**config.mk**
```make
export PLATFORM = sky130hd
export DESIGN_NAME = hs_tx_sequencer
export DESIGN_NICKNAME = d
export VERILOG_FILES = /design/src/rtl/dphy_tx_pkg.sv /design/src/rtl/hs_tx_timer.sv /design/src/rtl/hs_tx_sequencer.sv
export SDC_FILE = /design/constraint.sdc
export NUM_CORES = 1
export LEC_CHECK = 0
export BUFFER_PORTS_ARGS = -buffer_cell sky130_fd_sc_hd__buf_2
export CAP_MARGIN = 20
export CORE_MARGIN = 1.5
export CORE_UTILIZATION = 50
export CTS_BUF_LIST = sky130_fd_sc_hd__clkbuf_16
export DETAILED_ROUTE_END_ITERATION = 7
export PLACE_DENSITY = 0.79
export SYNTH_ARGS = -nofsm -noshare
export SYNTH_HDL_FRONTEND = slang
export SYNTH_SLANG_ARGS = --single-unit
```
**constraint.sdc**
```tcl
create_clock -name TX_BYTE_clk -period 1.91 [get_ports TX_BYTE_clk]
set_input_delay 0.382 -clock TX_BYTE_clk [delete_from_list [all_inputs] [get_ports TX_BYTE_clk]]
set_output_delay 0.382 -clock TX_BYTE_clk [all_outputs]
set_load 0.02 [all_outputs]
```
**src/rtl/dphy_tx_pkg.sv**
```systemverilog
// Shared types and constants for the D-PHY HS transmit path.
// Sequencer states, SoT sync byte and LP line-state encodings {DP,DN}.
package dphy_tx_pkg;

    typedef enum logic [2:0] {
        STOP,
        HS_RQST,
        HS_PREP,
        HS_ZERO,
        HS_SYNC,
        HS_DATA,
        HS_TRAIL,
        HS_EXIT
    } tx_state_e;

    localparam logic [7:0] SYNC_BYTE = 8'hB8;

    localparam logic [1:0] LP11 = 2'b11;
    localparam logic [1:0] LP01 = 2'b01;
    localparam logic [1:0] LP00 = 2'b00;

    // A timed state of n cycles loads its down counter with n-1.
    function automatic logic [7:0] tmr_init(input int n);
        return 8'(n - 1);
    endfunction

endpackage

```
**src/rtl/hs_tx_timer.sv**
```systemverilog
// Loadable 8-bit down counter shared by all timed sequencer states.
// last_o exists only when HS_SYNC_INSERT_EN is undefined.
module hs_tx_timer (
    input  logic       clk_i,
    input  logic       rst_ni,
    input  logic       load_i,
    input  logic [7:0] val_i,
`ifndef HS_SYNC_INSERT_EN
    output logic       last_o,
`endif
    output logic       done_o
);

    logic [7:0] cnt_q;
    logic [7:0] cnt_d;

    // Load on state entry, otherwise count down and rest at zero.
    always_comb begin
        cnt_d = cnt_q;
        if (load_i) begin
            cnt_d = val_i;
        end else if (cnt_q != 8'd0) begin
            cnt_d = cnt_q - 8'd1;
        end
    end

    // Counter register.
    always_ff @(posedge clk_i or negedge rst_ni) begin
        if (!rst_ni) begin
            cnt_q <= 8'd0;
        end else begin
            cnt_q <= cnt_d;
        end
    end

    assign done_o = (cnt_q == 8'd0);

`ifndef HS_SYNC_INSERT_EN
    assign last_o = (cnt_q == 8'd1);
`endif

endmodule

```
**src/rtl/hs_tx_sequencer.sv**
```systemverilog
// HS transmit sequencer for one D-PHY data lane (byte clock domain).
// HS_SYNC_INSERT_EN: when defined, the sequencer inserts the 0xB8 SoT byte.
module hs_tx_sequencer #(
    parameter int T_LPX        = 2,
    parameter int T_HS_PREPARE = 2,
    parameter int T_HS_ZERO    = 4,
    parameter int T_HS_TRAIL   = 2,
    parameter int T_HS_EXIT    = 3
) (
    input  logic       TX_BYTE_clk,
    input  logic       TX_rst_n,
    input  logic       TxRequestHS,
    input  logic [7:0] TxDataHS,
    output logic       TxReadyHS,
    output logic       Stopstate,
    output logic       LP_DP,
    output logic       LP_DN,
    output logic       HS_Enable,
    output logic [7:0] TX_BYTE_DATA
);

    import dphy_tx_pkg::*;

    localparam logic [7:0] LPX_INIT   = tmr_init(T_LPX);
    localparam logic [7:0] PREP_INIT  = tmr_init(T_HS_PREPARE);
    localparam logic [7:0] ZERO_INIT  = tmr_init(T_HS_ZERO);
    localparam logic [7:0] TRAIL_INIT = tmr_init(T_HS_TRAIL);
    localparam logic [7:0] EXIT_INIT  = tmr_init(T_HS_EXIT);

    tx_state_e  state_q, state_d;
    logic [1:0] lp_q, lp_d;
    logic       en_q, en_d;
    logic       rdy_q, rdy_d;
    logic       stop_q, stop_d;
    logic [7:0] data_q, data_d;

    logic       tmr_load;
    logic [7:0] tmr_val;
    logic       tmr_done;
`ifndef HS_SYNC_INSERT_EN
    logic       tmr_last;
`endif

    // Trail repeats the inverse of the last serial bit (MSB, sent last).
    logic [7:0] trail_byte;
    assign trail_byte = {8{~data_q[7]}};

    hs_tx_timer u_timer (
        .clk_i  (TX_BYTE_clk),
        .rst_ni (TX_rst_n),
        .load_i (tmr_load),
        .val_i  (tmr_val),
`ifndef HS_SYNC_INSERT_EN
        .last_o (tmr_last),
`endif
        .done_o (tmr_done)
    );

    // Next-state and next-output decode; a dropped request wins over timing.
    always_comb begin
        state_d  = state_q;
        lp_d     = lp_q;
        en_d     = en_q;
        rdy_d    = rdy_q;
        stop_d   = stop_q;
        data_d   = data_q;
        tmr_load = 1'b0;
        tmr_val  = 8'd0;
        unique case (state_q)
            STOP: begin
                if (TxRequestHS) begin
                    state_d  = HS_RQST;
                    lp_d     = LP01;
                    stop_d   = 1'b0;
                    tmr_load = 1'b1;
                    tmr_val  = LPX_INIT;
                end
            end
            HS_RQST: begin
                if (!TxRequestHS) begin
                    state_d  = HS_EXIT;
                    lp_d     = LP11;
                    tmr_load = 1'b1;
                    tmr_val  = EXIT_INIT;
                end else if (tmr_done) begin
                    state_d  = HS_PREP;
                    lp_d     = LP00;
                    tmr_load = 1'b1;
                    tmr_val  = PREP_INIT;
                end
            end
            HS_PREP: begin
                if (!TxRequestHS) begin
                    state_d  = HS_EXIT;
                    lp_d     = LP11;
                    tmr_load = 1'b1;
                    tmr_val  = EXIT_INIT;
                end else if (tmr_done) begin
                    state_d  = HS_ZERO;
                    en_d     = 1'b1;
                    data_d   = 8'h00;
                    tmr_load = 1'b1;
                    tmr_val  = ZERO_INIT;
                end
            end
            HS_ZERO: begin
                if (!TxRequestHS) begin
                    state_d  = HS_TRAIL;
                    rdy_d    = 1'b0;
                    data_d   = trail_byte;
                    tmr_load = 1'b1;
                    tmr_val  = TRAIL_INIT;
                end else if (tmr_done) begin
`ifdef HS_SYNC_INSERT_EN
                    state_d = HS_SYNC;
                    data_d  = SYNC_BYTE;
                    rdy_d   = 1'b1;
`else
                    state_d = HS_DATA;
                    data_d  = TxDataHS;
`endif
                end
`ifndef HS_SYNC_INSERT_EN
                else if (tmr_last) begin
                    rdy_d = 1'b1;
                end
`endif
            end
`ifdef HS_SYNC_INSERT_EN
            HS_SYNC: begin
                if (!TxRequestHS) begin
                    state_d  = HS_TRAIL;
                    rdy_d    = 1'b0;
                    data_d   = trail_byte;
                    tmr_load = 1'b1;
                    tmr_val  = TRAIL_INIT;
                end else begin
                    state_d = HS_DATA;
                    data_d  = TxDataHS;
                end
            end
`endif
            HS_DATA: begin
                if (!TxRequestHS) begin
                    state_d  = HS_TRAIL;
                    rdy_d    = 1'b0;
                    data_d   = trail_byte;
                    tmr_load = 1'b1;
                    tmr_val  = TRAIL_INIT;
                end else begin
                    data_d = TxDataHS;
                end
            end
            HS_TRAIL: begin
                if (tmr_done) begin
                    state_d  = HS_EXIT;
                    en_d     = 1'b0;
                    data_d   = 8'h00;
                    lp_d     = LP11;
                    tmr_load = 1'b1;
                    tmr_val  = EXIT_INIT;
                end
            end
            HS_EXIT: begin
                if (tmr_done) begin
                    state_d = STOP;
                    stop_d  = 1'b1;
                end
            end
            default: begin
                state_d = STOP;
                lp_d    = LP11;
                en_d    = 1'b0;
                rdy_d   = 1'b0;
                stop_d  = 1'b1;
                data_d  = 8'h00;
            end
        endcase
    end

    // State and registered outputs; reset drops the lane straight to LP-11.
    always_ff @(posedge TX_BYTE_clk or negedge TX_rst_n) begin
        if (!TX_rst_n) begin
            state_q <= STOP;
            lp_q    <= LP11;
            en_q    <= 1'b0;
            rdy_q   <= 1'b0;
            stop_q  <= 1'b1;
            data_q  <= 8'h00;
        end else begin
            state_q <= state_d;
            lp_q    <= lp_d;
            en_q    <= en_d;
            rdy_q   <= rdy_d;
            stop_q  <= stop_d;
            data_q  <= data_d;
        end
    end

    assign LP_DP        = lp_q[1];
    assign LP_DN        = lp_q[0];
    assign HS_Enable    = en_q;
    assign TxReadyHS    = rdy_q;
    assign Stopstate    = stop_q;
    assign TX_BYTE_DATA = data_q;

endmodule

```
## Word-level counts from Yosys, hierarchy flattened

Index checks and enable logic that the tools add are counted.

| cells by class | value |
|---|---|
| add/sub/neg operators | 1 |
| multiply operators | 0 |
| div/mod/pow operators | 0 |
| magnitude comparators | 0 |
| equal/unequal tests | 19 |
| shift-type cells | 0 |
| multiplexer cells | 49 |
| bitwise gates (word level) | 6 |
| reduce and logical (&&, ||, !) cells | 17 |

Operators by type and width:

| operator | count |
|---|---|
| two-way mux 8 bit | 7 |
| one-hot mux 8 bit (5 select lines) | 1 |
| two-way mux 3 bit | 10 |
| one-hot mux 3 bit (7 select lines) | 1 |
| one-hot mux 2 bit (5 select lines) | 2 |
| two-way mux 2 bit | 9 |
| two-way mux 1 bit | 15 |
| inequality test 3 bit (second input constant) | 5 |
| OR reduction 5 bit | 3 |
| inequality test 2 bit (second input constant) | 7 |
| == test 3 bit (second input constant) | 3 |
| one-hot mux 1 bit (3 select lines) | 3 |
| == test 8 x 1 -> 1 bit (second input constant) | 1 |
| logical NOT 8 bit | 1 |
| AND reduction 4 bit | 2 |
| nonzero test 8 bit | 1 |
| subtractor 8 x 1 -> 8 bit (second input constant) | 1 |
| AND reduction 7 bit | 1 |
| == test 3 x 2 -> 1 bit (second input constant) | 2 |
| inverter 1 bit | 6 |
| AND reduction 3 bit | 2 |
| OR reduction 3 bit | 2 |
| AND reduction 5 bit | 1 |
| one-hot mux 1 bit (4 select lines) | 1 |
| 4 further kinds | 5 |

| word-level totals | value |
|---|---|
| flip-flop bits (word level) | 24 |
| latch bits | 0 |
| bits in writable memories | 0 |
| memory bits (read-only) | 0 |
| bits of input ports | 11 |
| output and inout port bits | 13 |
| logic and storage cells | 99 |
| memories | 0 |

## Depth between registers and ports, before layout

| depth | value |
|---|---|
| depth after elaboration | 5 |
| mapped depth | 7 |
| mapped depth without buffers | 6 |

## Modules after synthesis

From an unflattened synthesis, not the netlist that was laid out.

| second synthesis, totals | value |
|---|---|
| cell total of the unflattened synthesis | 169 |
| area, all modules | 1505.2 um2 |

Modules (own cells, without submodules):

| module | instances | cells each | area each (um2) | sequential area each (um2) |
|---|---|---|---|---|
| hs_tx_sequencer | 1 | 113 | 974.7 | 404.1 |
| hs_tx_timer | 1 | 56 | 530.5 | 200.2 |

## Worst setup path after synthesis

Ideal clock, no wire load.

| path | value |
|---|---|
| kind | flip-flop to flip-flop |
| start point | reg u_timer.cnt_q[0] |
| end point | reg u_timer.cnt_q[0] |
| setup time | 0.129 ns |
| data arrival time | 1.885 ns |
| required time | 1.781 ns |
| setup slack | -0.104 ns |
| cell stages (with the launch flop) | 8 |
| buffers on the path | 1 |
| period minus slack after synthesis | 2.014 ns |
| cells stage by stage | dfrtp_1 inv_1 ha_1 or3b_2 buf_2 o21ai_2 a31oi_1 a2111o_1 |

| between the ends | value |
|---|---|
| word-level cells in the longest chain between the ends | 5 |
| elaborated cells on any way between the ends | 14 |
| those cells by class | add/sub: 1; mux: 10; reduce/logical: 3 |

Ends and longest elaborated chain:

| item | line | RTL |
|---|---|---|
| start: declaration | hs_tx_timer.sv:14 | `logic [7:0] cnt_q;` |
| start signal: assignment | hs_tx_timer.sv:32 | `cnt_q <= cnt_d;` |
| parallel branches: the longest is 5 deep, another holds subtractor 8 x 1 -> 8 bit | n/a |  |

Several ways; the timed one is not identified. The select of a mux whose other input is x is not followed.
A chain may end at the register's enable or synchronous reset.

## Worst setup path in the final report

Ends and elaborated chain as after synthesis.

==> results.txt <==
Status: finished with violations
Violated checks: DRC
1st-iter DRT viols: 140
CP required: 2.04 ns
Ant diodes: 0
Netlist Area Pre-Place: 1506 sq um
Post-detail-place hpwl: 2628 microns
Largest net degree at the start of global routing: 25
Total grt overflow: 0
Fillers: 209
Crit end category: register
CTS clk-pin slew, worst paths: 0.06 ns
Commonest non-fill, non-tap cell in the layout: buf_2
Peak VDD IR: 0.8244 mV
LEAKAGE: 0.0008449 uW
Least-Margin Pin Slew: 0.5274 ns
Max_cap viols: 0
Period minus WS final: 1.886 ns
Synth warn: 0
Via density: 6.375
Most frequent cells in the layout: buf_2 (23), dfrtp_1 (21), buf_4 (21)
Reg2reg end: u_timer.cnt_q[0]$_DFFE_PN0P_
DR DRC count: 10
Final Net Count: 215
Fraction of layout cells with a size suffix above 1: 34.33%
Insertion delay to the later sink of the worst-skew pair: 0.25 ns
First-pass GRT wire length: 6037 microns
Final Max Tran Viols: 0
Worst Clk Skew: 0.001099 ns
Worst Setup SP: u_timer.cnt_q[0]$_DFFE_PN0P_
Input/output buffers: 23
Mean Syn Cell Area: 9.130 sq um
Multi-input gate area: 874.6 sq um
Reg2Reg Depth: 6
GPL Wtd Cong: 0.9014
Power per cell area: 1846 nW/um^2
Finished Cell Area: 1892 sq um
Hold Fails Final Rpt: 0
Mapped Nets: 178
Setup crit end: u_timer.cnt_q[0]$_DFFE_PN0P_
CTS Buf Count: 3
TritonCTS clock tree: done
First-pass iteration count of the detailed router: 7
RSZ-0062 raised after global routing: yes
Fin crit share: 98.76%
Area Overhead vs Synth: 25.58%
DIE WIDTH: 57.89 microns
FF+latch count, synth: 24
Rel. slew slack: 64.84%
Routed Antenna Nets: 0
Initial antenna violation count: 0
Hold WS: 0.09984 ns
Die height: 57.89 microns
Number of synthesized flops with an enable pin: 0
Crit path DAT: 2.02 ns
Initial Utilization: 53.70%
Full die area: 3351 sq um
Worst setup path class: register to register
Clk buf depth: 2
Hold Path Class: input port to async pin
Fmax: 0.5302 GHz
Average wire per standard cell: 16.47 microns
Sequential area share after synthesis: 40.12%
FFs w/ async S/R, synth: 100.0%
Vias in the first global route: 1304
Row count: 19
Crit path max fanout: 6
Netlist cell types: 50
Cells after synthesis: 165
Routed vias: 1479
Reg2reg setup slack: 0.02 ns
Synth Flop Type: dfrtp_1
Setup Viol. Count Final: 0
Root buf cell: clkbuf_16
Core box area: 2805 sq um
Total GRT Usage: 23.06%
Setup crit start kind: register
Top Ports: 24
Clk sinks: 24
DP Area: 1744 sq um
Final wirelength: 3821 microns
H-tree levels: 1
Reg area: 604.3 sq um
Critical R2R Launch: u_timer.cnt_q[0]$_DFFE_PN0P_
-- cells in the mapped netlist, drive strengths merged (2+ instances only) --
library cell | n | area (sq um)
buf | 6 | 40.04
inv | 6 | 22.52
nor2b | 4 | 25.02
nand3 | 3 | 15.01
nand2b | 11 | 68.82
o211ai | 2 | 15.01
a22o | 9 | 78.83
nand3b | 2 | 15.01
ha | 2 | 25.02
nor3 | 3 | 15.01
nand2 | 9 | 36.29
or4 | 2 | 15.01
or3 | 4 | 27.52
dfstp | 3 | 78.83
o21ai | 13 | 68.81
clkbuf | 7 | 26.28
nor2 | 12 | 47.55
a22oi | 6 | 45.04
dfrtp | 21 | 525.5
a21oi | 11 | 55.05
a31oi | 6 | 43.79
nor4 | 3 | 33.78
o22ai | 2 | 12.51
-- registers in the layout (all words and copies together) (netlist names) --
| signal | cells |
|---|---|
| HS_Enable | 1 |
| Stopstate | 1 |
| TX_BYTE_DATA | 8 |
| TxReadyHS | 1 |
| lp_q | 2 |
| state_q | 3 |
| u_timer.cnt_q | 8 |
-- how the worst min path moves through the flow --
stage | start | end | slack [ns] | depth (start not counted)
2_1_floorplan | TX_rst_n | HS_Enable$_DFFE_PN0P_ | 0.09 | 0
3_3_place_gp | TX_rst_n | TX_BYTE_DATA[6]$_DFFE_PN0P_ | 0.39 | 1
3_5_place_dp | TX_rst_n | TX_BYTE_DATA[2]$_DFFE_PN0P_ | 0.39 | 1
4_1_cts | TX_rst_n | TX_BYTE_DATA[2]$_DFFE_PN0P_ | 0.12 | 1
5_1_grt | TX_rst_n | TX_BYTE_DATA[2]$_DFFE_PN0P_ | 0.15 | 1
6_report | TX_rst_n | TX_BYTE_DATA[6]$_DFFE_PN0P_ | 0.1 | 1
-- where the power goes --
part,switching (uW),total [uW],internal (uW)
registers,193,910,718
logic,1190,2130,946
clock network,169,449,279
-- per-layer routing --
| layer | track usage [%] | part of all wire (%) |
|---|---|---|
| met4 | 6.645 | 1.0 |
| met5 | 0 | 0 |
| met1 | 31.42 | 43 |
| met3 | 2.232 | 8.2 |
| met2 | 39.12 | 48 |
-- through the flow --
step / util, % / TNS [ns] / worst slack [ns] / power (uW) / std cells
2_1_floorplan: - / 0 / 0.05656 / 2276 / 165
3_3_place_gp: 62.18 / 0 / 0.03427 / 2750 / 224
3_5_place_dp: 62.18 / -0.004890 / -0.004890 / 2815 / 224
4_1_cts: 65.48 / 0 / 0.01870 / 3319 / 228
5_1_grt: 67.44 / -0.4355 / -0.04832 / 3738 / 232
6_report: 67.44 / 0 / 0.02376 / 3492 / 232
-- timing repair --
| item | CTS | global route |
|---|---|---|
| hold buffers | 0 | 0 |
| setup buffers | 0 | 3 |
| gates resized for setup | 2 | 5 |
| cloned | 0 | 1 |
| pin swaps | 0 | 9 |
| endpoints found under the setup margin | 8 | 16 |
-- cell type report --
type                    instances  share of cell area [%]
clock inverters                 1                  0.1984
inverters                       6                   1.190
flip-flops and latches         24                   31.94
clock buffers                   3                   3.968
multi-input cells             123                   46.23
well taps                      31                   2.050
repair buffers                 44                   14.42
-- critical path: stages (launching register included) --
cell      delay (ns)
dfrtp_1         0.40
inv_2           0.11
ha_4            0.17
or3b_4          0.43
o21ai_2         0.18
a31oi_1         0.10
a2111o_1        0.38
-- logic make-up (layout without fill, tap and decap cells) --
logic type,after synthesis,count (layout),synth area share (%)
buf+inv,19,54,5.897
compound gates,60,60,28.16
flops,24,24,40.12
fa+ha+maj,3,3,2.325
simple gates,57,58,22.34
xor+xnor,2,2,1.163
Note: power is estimated with default switching activity, not from simulation.
